File: config.mk
export PLATFORM = sky130hd
export DESIGN_NAME = serial_xnor_comparator
export DESIGN_NICKNAME = d
export VERILOG_FILES = /design/src/rtl/serial_xnor_comparator.sv
export SDC_FILE = /design/constraint.sdc
export NUM_CORES = 1
export LEC_CHECK = 0
export ABC_AREA = 1
export CORE_MARGIN = 5
export CORE_UTILIZATION = 35
export DETAILED_ROUTE_END_ITERATION = 12
export GPL_TIMING_DRIVEN = 0
export PLACE_DENSITY_LB_ADDON = 0.12
export SYNTH_ARGS = -nofsm -noshare
export SYNTH_HDL_FRONTEND = slang
export SYNTH_SLANG_ARGS = --single-unit
File: constraint.sdc
create_clock -name clk -period 4.1 [get_ports clk]
set_input_delay 0.82 -clock clk [delete_from_list [all_inputs] [get_ports clk]]
set_output_delay 0.82 -clock clk [all_outputs]
set_load 0.005 [all_outputs]
File: src/rtl/serial_xnor_comparator.sv
// Bit-serial word equality comparator: walks both operands MSB-first through a single
// XNOR cell and accumulates match count, first mismatch position and a final equal flag.

module xnor_gatelevel_gate (
    input  logic a,
    input  logic b,
    output logic out
);
    xnor g_xnor (out, a, b);
endmodule

module serial_xnor_comparator #(
    parameter  int WIDTH = 8,
    localparam int CW    = $clog2(WIDTH + 1),
    localparam int IW    = $clog2(WIDTH)
) (
    input  logic             clk,
    input  logic             rst,
    input  logic             start,
    input  logic [WIDTH-1:0] a_word,
    input  logic [WIDTH-1:0] b_word,
    output logic             busy,
    output logic             done,
    output logic             equal,
    output logic [CW-1:0]    match_count,
    output logic             mismatch_valid,
    output logic [IW-1:0]    mismatch_idx
);

    typedef enum logic [1:0] {
        S_IDLE  = 2'd0,
        S_SHIFT = 2'd1,
        S_DONE  = 2'd2
    } state_t;

    state_t           r_state;
    logic [WIDTH-1:0] r_a;
    logic [WIDTH-1:0] r_b;
    logic [IW-1:0]    r_idx;
    logic             r_busy;
    logic             r_done;
    logic             r_equal;
    logic [CW-1:0]    r_match_count;
    logic             r_mismatch_valid;
    logic [IW-1:0]    r_mismatch_idx;

    logic w_a_bit;
    logic w_b_bit;
    logic w_bit_eq;

    assign w_a_bit = r_a[r_idx];
    assign w_b_bit = r_b[r_idx];

    xnor_gatelevel_gate u_xnor (
        .a   (w_a_bit),
        .b   (w_b_bit),
        .out (w_bit_eq)
    );

    // Outputs are registered, so done and the busy drop appear one edge after the DONE state.
    always_ff @(posedge clk) begin
        if (rst) begin
            r_state          <= S_IDLE;
            r_a              <= '0;
            r_b              <= '0;
            r_idx            <= '0;
            r_busy           <= 1'b0;
            r_done           <= 1'b0;
            r_equal          <= 1'b0;
            r_match_count    <= '0;
            r_mismatch_valid <= 1'b0;
            r_mismatch_idx   <= '0;
        end else begin
            r_done <= 1'b0;
            case (r_state)
                S_IDLE: begin
                    if (start) begin
                        r_a              <= a_word;
                        r_b              <= b_word;
                        r_idx            <= IW'(WIDTH - 1);
                        r_match_count    <= '0;
                        r_mismatch_valid <= 1'b0;
                        r_mismatch_idx   <= '0;
                        r_equal          <= 1'b0;
                        r_busy           <= 1'b1;
                        r_state          <= S_SHIFT;
                    end
                end
                S_SHIFT: begin
                    if (w_bit_eq) begin
                        r_match_count <= r_match_count + CW'(1);
                    end else if (!r_mismatch_valid) begin
                        r_mismatch_valid <= 1'b1;
                        r_mismatch_idx   <= r_idx;
                    end
                    if (r_idx == '0) begin
                        r_state <= S_DONE;
                    end else begin
                        r_idx <= r_idx - IW'(1);
                    end
                end
                S_DONE: begin
                    r_done  <= 1'b1;
                    r_equal <= (r_match_count == CW'(WIDTH));
                    r_busy  <= 1'b0;
                    r_state <= S_IDLE;
                end
                default: begin
                    r_busy  <= 1'b0;
                    r_state <= S_IDLE;
                end
            endcase
        end
    end

    assign busy           = r_busy;
    assign done           = r_done;
    assign equal          = r_equal;
    assign match_count    = r_match_count;
    assign mismatch_valid = r_mismatch_valid;
    assign mismatch_idx   = r_mismatch_idx;

endmodule
After elaboration in Yosys (flattened, before gate mapping). Index checks and enable logic that the tools add are counted. Widths: inputs -> output; s select.

Flip-flop bits (word level): 32. Latch bits: 0. Bits in writable memories: 0. Bits in read-only memories: 0. Input bits: 19. Output and inout bits: 11. Word-level logic and storage cells: 60. Memories: 0.

$add $sub $neg: 2. Multipliers: 0. Div/mod/pow operators: 0. $lt $le $gt $ge: 1. Equal/unequal tests: 9. Shift operators: 0. Muxes and demuxes: 24. Bitwise gates (word level): 2. Reduce and logical (&&, ||, !) cells: 12.

Operators by type and width (number): $mux 3 (5); $pmux 3 s2 (2); $ne 2x2->1 const B (5); $reduce_and 3->1 (3); $mux 4 (2); $pmux 4 s2 (1); $reduce_and 2->1 (4); $bmux 1 s3 (2); $mux 1 (6); $pmux 1 s2 (3); $add 4x1->4 const B (1); $eq 4x4->1 const B (1); $lt 3x4->1 const B (1); $mux 2 (2); $pmux 2 s2 (1); $reduce_and 4->1 (1); $reduce_bool 2->1 (2); $logic_not 3->1 (1); $sub 3x1->3 const B (1); $eq 2x1->1 const B (1); $eq 2x2->1 const B (1); $logic_not 2->1 (1); $ne 2x1->1 const B (1); $not 1->1 (1); $xnor 1x1->1 (1).

Longest topological paths before layout. Gate-level depths: netlist of run 1.

Depth in word-level cells: 5. Mapped depth: 13. Gate-level depth less buffers: 12.

Hierarchy. A second synthesis of run 1 with hierarchy kept.

Cells, all modules: 216. Area total of the unflattened synthesis: 1519.0 um^2.

Modules (own cells, without submodules): serial_xnor_comparator (times used 1, cells an instance 211, area an instance 1500.2 um^2, sequential area each 640.6 um^2); xnor_gatelevel_gate (times used 1, cells an instance 5, area an instance 18.8 um^2, sequential area each 0.0 um^2).

Worst setup path before layout of run 1. No wires, ideal clock.

Kind: input port to flip-flop. From: in start. To: reg r_b[0]. Library setup time: 128 ps. Data arrival time: 1521 ps. Required time: 3972 ps. Setup slack: 2451 ps. Stages: 6. Path buffers: 1. Cells stage by stage: nand2_1 nor2_2 inv_2 clkbuf_1 o21ai_0 a21oi_1.

Cells in the longest elaborated chain, start to end: 1.

Ends and longest elaborated chain: from (decl) (RTL line 19) `input logic start,`; $reduce_and 2->1 (no line); to (signal assigned) (RTL line 79) `r_b <= b_word;`; to (decl) (RTL line 38) `logic [WIDTH-1:0] r_b;`.

Every way passes these cells. A chain may end at the register's enable or synchronous reset.

Final worst setup path of run 1.
From: in start. To: reg r_b[5].

The elaborated chain is that of the path after synthesis.

==> metrics.cfg, run 1 <==
[worst_setup_path]
worstSetupPathType=in2reg
cp.arrival_ns=2.36
cp.required_ns=4.26
start_kind=primary input
critPathMaxFanout=10
r2r_setup_slack_ns=2.54
cp-end-kind=register

[cts]
cts-root-buf=clkbuf_8
cts.clk_slew.worst_paths_ns=0.07
postCtsResizedCells=0
htree_levels=2
cts_tree=yes
cts_buffer_depth=2
insertion_delay_ns=0.28
clock_sinks=32
cts_hold_buffers=0
cts_made_buffers=5
post-cts-setup-buffer-count=0

[synthesis]
yosysMostFrequentCell=nand2_1
ys_ff_latch=32
yosys_warnings=0
synth.area.top_cells=dfxtp_1, nand2_1, nand3_1
synth_largest_area_cell=dfxtp_1
yosysTopAreaCellShare_pct=41.7
synth-seq-area-share_pct=41.7
syn_nets=231
synth_edf_count=0
postSynthAreaPerCell_sq_um=7.38
synth_ff_type=dfxtp_1
synth_async_sr_flop_share_pct=0
synthesis.area_sq_um=1540
synthTopCellsByCount=nand2_1, dfxtp_1, nor2_1
synthCells=208
yosysUniqueCellTypes=23

[power_and_ir_drop]
p_leak_nw=0.825
ir_drop_mv=0.171
powerDensity_nw_per_um2=416
power.total_w=0.000825

[run]
max-cap-violations=0

[drt]
drc=0
dr.first_iter.drc_count=66
drt-vias-per-instance=4.65
via_count=1382
antenna_left=0
wl_um=3450
wl_per_cell_um=11.6
drtPass1Iterations=4

[timing]
tightest_slew_ns=0.601
clock_skew_ns=0.00450
finalHoldViolations=0
min_period_over_period_pct=53.8
setup_slack_ns=1.89
rsz0062_at_grt=false
setup_viol=0
fmax_mhz=453
post-route-min-period_ns=2.21
drv_slew=0
timing.setup.tns_ns=0
relSlewSlack_pct=60.0

[global_route]
grtUsageTotal_pct=13.2
grt_first_pass_wirelength_um=6240
grt_pass1_vias=1339
antenna_found_initial=0
grt-ovfl-total=0
grt_start_max_net_pins=12

[floorplanning]
ios=30
placementRows=24
die_x_um=76.2
die-area_sq_um=5810
die_h_um=76.2
core_sq_um=4290
initial_core_util_pct=35.8

[hold_path]
hold_path_class=reg2reg

[place]
portBuffers=29
place.gp.congestion=0.792
dp_hpwl_um=2450
dp_slack_ns=1.60
dp_cells=289

[finish]
antennaDiodeCount=0
nNetsFinal=267
syn2layout_area_growth_pct=29.2
stdcell_count=297
drive_gt1_share_pct=14.3

[run_status]
status=completed

area by class of cell:
type / instances / area (sq um)
clock buffer: 6 / 82.6
inverter: 22 / 90.1
clock inverter: 2 / 10.0
sequential: 32 / 641
tap: 52 / 65.1
fill: 445 / 2310
multi-input combinational: 148 / 774
timing repair buffer: 29 / 290
buffer: 6 / 30.0
cell usage in the layout, fill, tap and decap left out:
| cell | instances |
|---|---|
| dfxtp_1 | 32 |
| nand2_1 | 42 |
| nand3_1 | 22 |
| inv_1 | 15 |
| nand3_4 | 2 |
| clkbuf_8 | 6 |
| nand2_2 | 4 |
| nor2_1 | 25 |
| clkbuf_1 | 4 |
| clkdlybuf4s50_1 | 29 |
| nor2_2 | 4 |
| buf_6 | 1 |
| nor3_1 | 1 |
| a21oi_1 | 14 |
| buf_1 | 1 |
| nor2_4 | 1 |
| o21ai_0 | 18 |
| inv_2 | 6 |
| inv_8 | 1 |
| a31oi_1 | 1 |
| ha_1 | 4 |
| a311oi_1 | 1 |
| a21oi_2 | 5 |
| nand2_4 | 3 |
| xor2_1 | 1 |
| clkinv_2 | 2 |
kinds of logic after synthesis:
kind of cell | Yosys count | synth area share (%)
buffers and inverters | 28 | 7.82
XOR/XNOR | 1 | 0.571
AND/OR/NAND/NOR | 104 | 32.4
flip-flops | 32 | 41.7
AO/OA/AOI/OAI | 39 | 14.3
adder cells (fa/ha/maj) | 4 | 3.26
power breakdown:
| group | internal (W) | total, W | leakage [nW] | switching [W] |
|---|---|---|---|---|
| Combinational | 0.0000877 | 0.000215 | 0.510 | 0.000128 |
| Clock | 0.000134 | 0.000249 | 0.0510 | 0.000115 |
| Sequential | 0.000341 | 0.000360 | 0.264 | 0.0000198 |
path summary, 6_finish.rpt:
kind,end,depth (start not counted),startpoint
max,r_b[5],7,start
min,r_b[5],2,r_b[5]
max reg2reg,r_b[5],7,r_state[0]
min reg2reg,r_b[5],2,r_b[5]
sequential cells by signal, summed over array words and instances, names as in the netlist:
signal,count
r_a,8
r_b,8
match_count,4
mismatch_idx,3
r_idx,3
r_state,2
busy,1
done,1
equal,1
mismatch_valid,1
through the flow:
step	area, sq um	hold slack (ns)	utilization (%)
after global placement	1890	0.443	44.0
final	1980	0.453	46.2
after floorplan	1540	0.429	-
after CTS	1980	0.455	46.2
after detailed placement	1890	0.445	44.0
after global routing	1980	0.490	46.2
per-layer routing:
metal	GRT usage [%]	vias up	routed length [um]
met2	21.0	28	1510
met1	16.3	602	1680
met5	0	-	0
li1	-	746	-
met4	5.24	0	65
met3	4.37	6	188
critical path, cell delays in order:
cell and delay [ns]:
clkdlybuf4s50_1 0.49, nand2_1 0.07, nor2_2 0.33, inv_2 0.15, clkbuf_1 0.23, o21ai_0 0.21
a21oi_1 0.05
Power figures use the tool's default switching activity.
==> inputs of run 2 (changes only) <==
Clock period 4.1 ns to 2.2 ns, I/O delays scaled along.
==> results of run 2 <==
Same layout as run 1 (identical final DEF). Status: completed.
Main changes from that run: setup slack after placement 1.60 ns -> 0.0780 ns; setup slack after layout 1.89 ns -> 0.374 ns; register-to-register setup slack 2.54 ns -> 0.64 ns; total power 0.000825 W -> 0.00154 W; worst IR drop on VDD 0.171 mV -> 0.319 mV
